==> config.mk <==
export PLATFORM = sky130hd
export DESIGN_NAME = crc_update
export DESIGN_NICKNAME = d
export VERILOG_FILES = /design/src/rtl/crc_pkg.sv /design/src/rtl/crc_update.sv
export SDC_FILE = /design/constraint.sdc
export NUM_CORES = 2
export LEC_CHECK = 0
export CAP_MARGIN = 20
export CORE_MARGIN = 2
export CORE_UTILIZATION = 60
export DETAILED_ROUTE_END_ITERATION = 12
export PLACE_DENSITY = 0.82
export SETUP_SLACK_MARGIN = 0.05
export SYNTH_ARGS = -nofsm -noshare
export SYNTH_HDL_FRONTEND = slang
export SYNTH_SLANG_ARGS = --single-unit
==> constraint.sdc <==
create_clock -name vclk -period 83.1
set_input_delay 16.62 -clock vclk [all_inputs]
set_output_delay 16.62 -clock vclk [all_outputs]
set_load 0.005 [all_outputs]
==> src/rtl/crc_pkg.sv <==
// crc_pkg: shared definitions for the streaming CRC checker and generator.
// Holds the packet state encoding and a bit-serial, MSB-first CRC step that
// is safe to evaluate at elaboration time as well as in combinational logic.
// Widths up to CRC_MAX_WIDTH (CRC register) and CRC_MAX_DATA (beat) bits.
package crc_pkg;

  typedef enum logic [1:0] {
    IDLE    = 2'd0,
    BUSY    = 2'd1,
    DISCARD = 2'd2
  } state_e;

  localparam int CRC_MAX_WIDTH = 64;
  localparam int CRC_MAX_DATA  = 1024;
  localparam int CRC_IDX_W     = $clog2(CRC_MAX_WIDTH);
  localparam int DATA_IDX_W    = $clog2(CRC_MAX_DATA);

  // One beat worth of LFSR steps: bit data_width-1 of data enters first.
  // The implicit x^crc_width term of the polynomial is not stored in poly.
  function automatic logic [CRC_MAX_WIDTH-1:0] crc_step(
    input logic [CRC_MAX_WIDTH-1:0] crc,
    input logic [CRC_MAX_DATA-1:0]  data,
    input logic [CRC_MAX_WIDTH-1:0] poly,
    input int                       data_width,
    input int                       crc_width
  );
    logic [CRC_MAX_WIDTH-1:0] mask;
    logic [CRC_MAX_WIDTH-1:0] acc;
    logic                     fb;
    mask = (crc_width >= CRC_MAX_WIDTH) ? '1 :
           ((CRC_MAX_WIDTH'(1) << crc_width) - CRC_MAX_WIDTH'(1));
    acc  = crc & mask;
    for (int i = CRC_MAX_DATA - 1; i >= 0; i--) begin
      if (i < data_width) begin
        fb  = acc[CRC_IDX_W'(crc_width - 1)] ^ data[DATA_IDX_W'(i)];
        acc = (acc << 1) & mask;
        if (fb) begin
          acc = acc ^ (poly & mask);
        end
      end
    end
    return acc;
  endfunction

endpackage

==> src/rtl/crc_update.sv <==
// crc_update: combinational single-beat CRC advance. Thin wrapper around
// crc_pkg::crc_step so the checker and the matching generator share one
// implementation of the polynomial arithmetic.
module crc_update import crc_pkg::*; #(
  parameter int                   DATA_WIDTH = 512,
  parameter int                   CRC_WIDTH  = 32,
  parameter logic [CRC_WIDTH-1:0] POLY       = CRC_WIDTH'(32'h04C1_1DB7)
) (
  input  logic [CRC_WIDTH-1:0]  crc_i,
  input  logic [DATA_WIDTH-1:0] data_i,
  output logic [CRC_WIDTH-1:0]  crc_o
);

  assign crc_o = CRC_WIDTH'(crc_step(CRC_MAX_WIDTH'(crc_i),
                                     CRC_MAX_DATA'(data_i),
                                     CRC_MAX_WIDTH'(POLY),
                                     DATA_WIDTH,
                                     CRC_WIDTH));

endmodule

# After elaboration in Yosys (flattened, before gate mapping)
# Index checks and enable logic that the tools add are counted.
# Widths: inputs -> output; s select.
# word_totals
output_inout_bits	32
in_bits	544
elab_cells	1536
regBits	0
# op_classes
n_bitwise	1024
muxes	512
# ops
operator	count
$mux 27	512
$not 14->14	512
$xor 1x1->1	512

# Depth between registers and ports, before layout
# depth
depth_word	1024
ltp_mapped	107
depth_no_buf	89

# Least setup slack after synthesis
# Ideal clock, no wire load.
# synth_timing
path_type	input to output
from	input data_i[508]
to	output crc_o[14]
arrival_ns	55.110
slack_ns	11.370
stages	93
n_path_buf	4
t_required_ns	66.480
cell_sequence	xnor2_2 -> xnor3_1 -> xnor2_2 -> xnor3_1 -> xor2_1 -> xnor2_1 -> xnor3_2 -> xor2_1 -> xnor3_2 -> xnor3_2 -> xnor3_1 -> xnor3_2 -> xnor2_4 -> xnor3_2 -> xnor3_1 -> xnor2_1 -> xnor3_1 -> xnor3_1 -> (+57 left out) -> xnor3_2 -> xnor3_1 -> xnor3_1 -> xnor3_1 -> xnor3_2 -> xnor3_2 -> xnor3_1 -> xnor3_1 -> xnor3_1 -> xor3_1 -> xnor3_1 -> xnor2_2 -> xnor3_1 -> xnor3_1 -> xor3_1 -> xnor3_2 -> xnor3_1 -> xnor3_1
# synth_lines
item	line	source
from (decl)	crc_update.sv:10	input logic [DATA_WIDTH-1:0] data_i,
to (decl)	crc_update.sv:11	output logic [CRC_WIDTH-1:0] crc_o

==> results.sh <==
export IMPL_max_freq_mhz=12.2
export IMPL_worst_slew_pin_slew_ns=1.15
export IMPL_use_met3_pct=6.80
export IMPL_worst_path_max_delay_cell="xnor3_1"
export IMPL_seq_area_frac_synth_pct=0
export IMPL_io_buffers=576
export IMPL_synth_warnings=0
export IMPL_status="finished clean"
export IMPL_core_um2=114000
export IMPL_vias_per_cell=5.77
export IMPL_synth_area_um2=68800
export IMPL_grt_pass1_vias=40500
export IMPL_setup_viol=0
export IMPL_cp_required_ns=66.48
export IMPL_synthCells=4616
export IMPL_dpl_cell_area_um2=76300
export IMPL_rsz0062_at_grt="false"
export IMPL_holdBufCountCts=0
export IMPL_grt_busiest_layer="met2"
export IMPL_critPathKind="in -> out"
export IMPL_dr_total_vias=38700
export IMPL_drive_gt1_share_pct=8.19
export IMPL_placed_cells=6677
export IMPL_ant_nets=0
export IMPL_fillers=8156
export IMPL_wl_per_cell_um=28.4
export IMPL_seq_cells=0
export IMPL_final_cell_area_um2=76400
export IMPL_grt_met2_usage_pct=51.8
export IMPL_synthTopCellsByArea="xnor3_1 (49%), xnor2_1 (22%), xor2_1 (8.8%), xor3_1 (7.8%), xnor2_2 (3.8%)"
export IMPL_mostFrequentLayoutCell="xnor2_1"
export IMPL_drc=0
export IMPL_drv_cap=0
export IMPL_grt_use_met1_pct=44.5
export IMPL_max_slew_margin_pct=22.8
export IMPL_place_gp_congestion=0.973
export IMPL_syn_area_per_cell_um2=14.9
export IMPL_grt_pass1_wl_um=275000
export IMPL_final_setup_tns_ns=0
export IMPL_crit_path_start_kind="input pin"
export IMPL_layout_min_cycle_time_ns=81.86
export IMPL_area_delta_synth_final_pct=11.0
export IMPL_antenna_found_initial=67
export IMPL_crit_fanout=13
export IMPL_synth_top_cell_by_area="xnor3_1"
export IMPL_grt_max_degree=14
export IMPL_slowest_delay_ns=0.95
export IMPL_firstDrtPassIters=5
export IMPL_critPathArrivalTime_ns=65.24
export IMPL_synth_cell_types=23
export IMPL_drv_slew=0
export IMPL_nNetsFinal=5711
export IMPL_totalWireLength_um=191000
export IMPL_regArea_um2=0
export IMPL_die_w_um=343
export IMPL_hold_violations=0
export IMPL_crit_path_end_kind="output port"
export IMPL_hpwl_um=166000
export IMPL_synth_fp_nets=5160
export IMPL_hold_ws_ns=34.77
export IMPL_fin_crit_sh_pct=98.5
export IMPL_nClkBuffers=0
export IMPL_rows=124
export IMPL_synth_top_cell_area_share_pct=48.6
export IMPL_final_cell_mix="xnor2_1 (1756), xnor3_1 (1485), xor2_1 (690)"
export IMPL_start_util_pct=60.3
export IMPL_crit_top_cell="xnor3_1"
export IMPL_overflow=0
export IMPL_drtIter0Drc=3536
export IMPL_hp_class="in -> out"
export IMPL_die_h_um=343
export IMPL_die_area_um2=117000
export IMPL_final_cells=6706
export IMPL_ios=576
export IMPL_track_usage_pct=32.1
[final cells by class]
class	instances	area, µm²	share of cell area, %
diodes	29	72.6	0.0950
inverters	1	3.75	0.00492
multi-input cells	4578	68600	89.8
well taps	1512	1890	2.48
repair buffers	586	5840	7.65
[through the flow]
stage / setup slack (ns) / util, %
4_1_cts: 1.74 / 66.9
6_report: 1.24 / 67.0
3_3_place_gp: 2.26 / 66.9
5_1_grt: 0.0801 / 66.9
2_1_floorplan: 11.37 / -
3_5_place_dp: 1.88 / 66.9
[metal layers]
| layer | part of all wire [%] | vias up | routed length (µm) |
|---|---|---|---|
| li1 | - | 16900 | - |
| met1 | 40 | 19500 | 75800 |
| met2 | 47 | 1975 | 89300 |
| met3 | 10 | 278 | 19900 |
| met4 | 2.7 | 82 | 5070 |
| met5 | 0.25 | - | 468 |
[timing repair]
item / CTS / global route
setup endpoints to repair: 0 / 9
endpoints found under the hold margin: 0 / 0
buffers inserted: 0 / 0
gates resized for setup: 0 / 1
[critical path, delay by kind of cell]
kind	cells	cell delay [ns]
buffers and inverters	2	1.04
XOR/XNOR	89	47.45
[cell usage after synthesis]
cell	instances
a2111oi_4	1
a21oi_1	1
buf_1	1
buf_2	12
buf_4	17
buf_6	6
clkbuf_2	1
inv_1	1
nand2_1	2
nor3b_1	2
o21ai_0	1
or3_1	1
or3b_2	1
xnor2_1	1757
xnor2_2	161
xnor2_4	33
xnor3_1	1485
xnor3_2	101
xor2_1	690
xor2_2	71
xor2_4	7
xor3_1	227
xor3_2	37
[cell families after synthesis]
logic type	count (synthesis)	share of synthesized area (%)
buffers and inverters	38	0.389
XOR/XNOR	4569	99.5
AND/OR/NAND/NOR	6	0.0546
AO/OA/AOI/OAI	3	0.0545
[worst paths after layout]
kind | slack [ns] | depth (start not counted) | end | start
min | 34.77 | 5 | crc_o[11] | data_i[0]
max | 1.24 | 91 | crc_o[14] | crc_i[27]
Power is left out: the tool's default activity adds up to more than one toggle a clock period on the data nets, which glitch-free logic cannot reach.
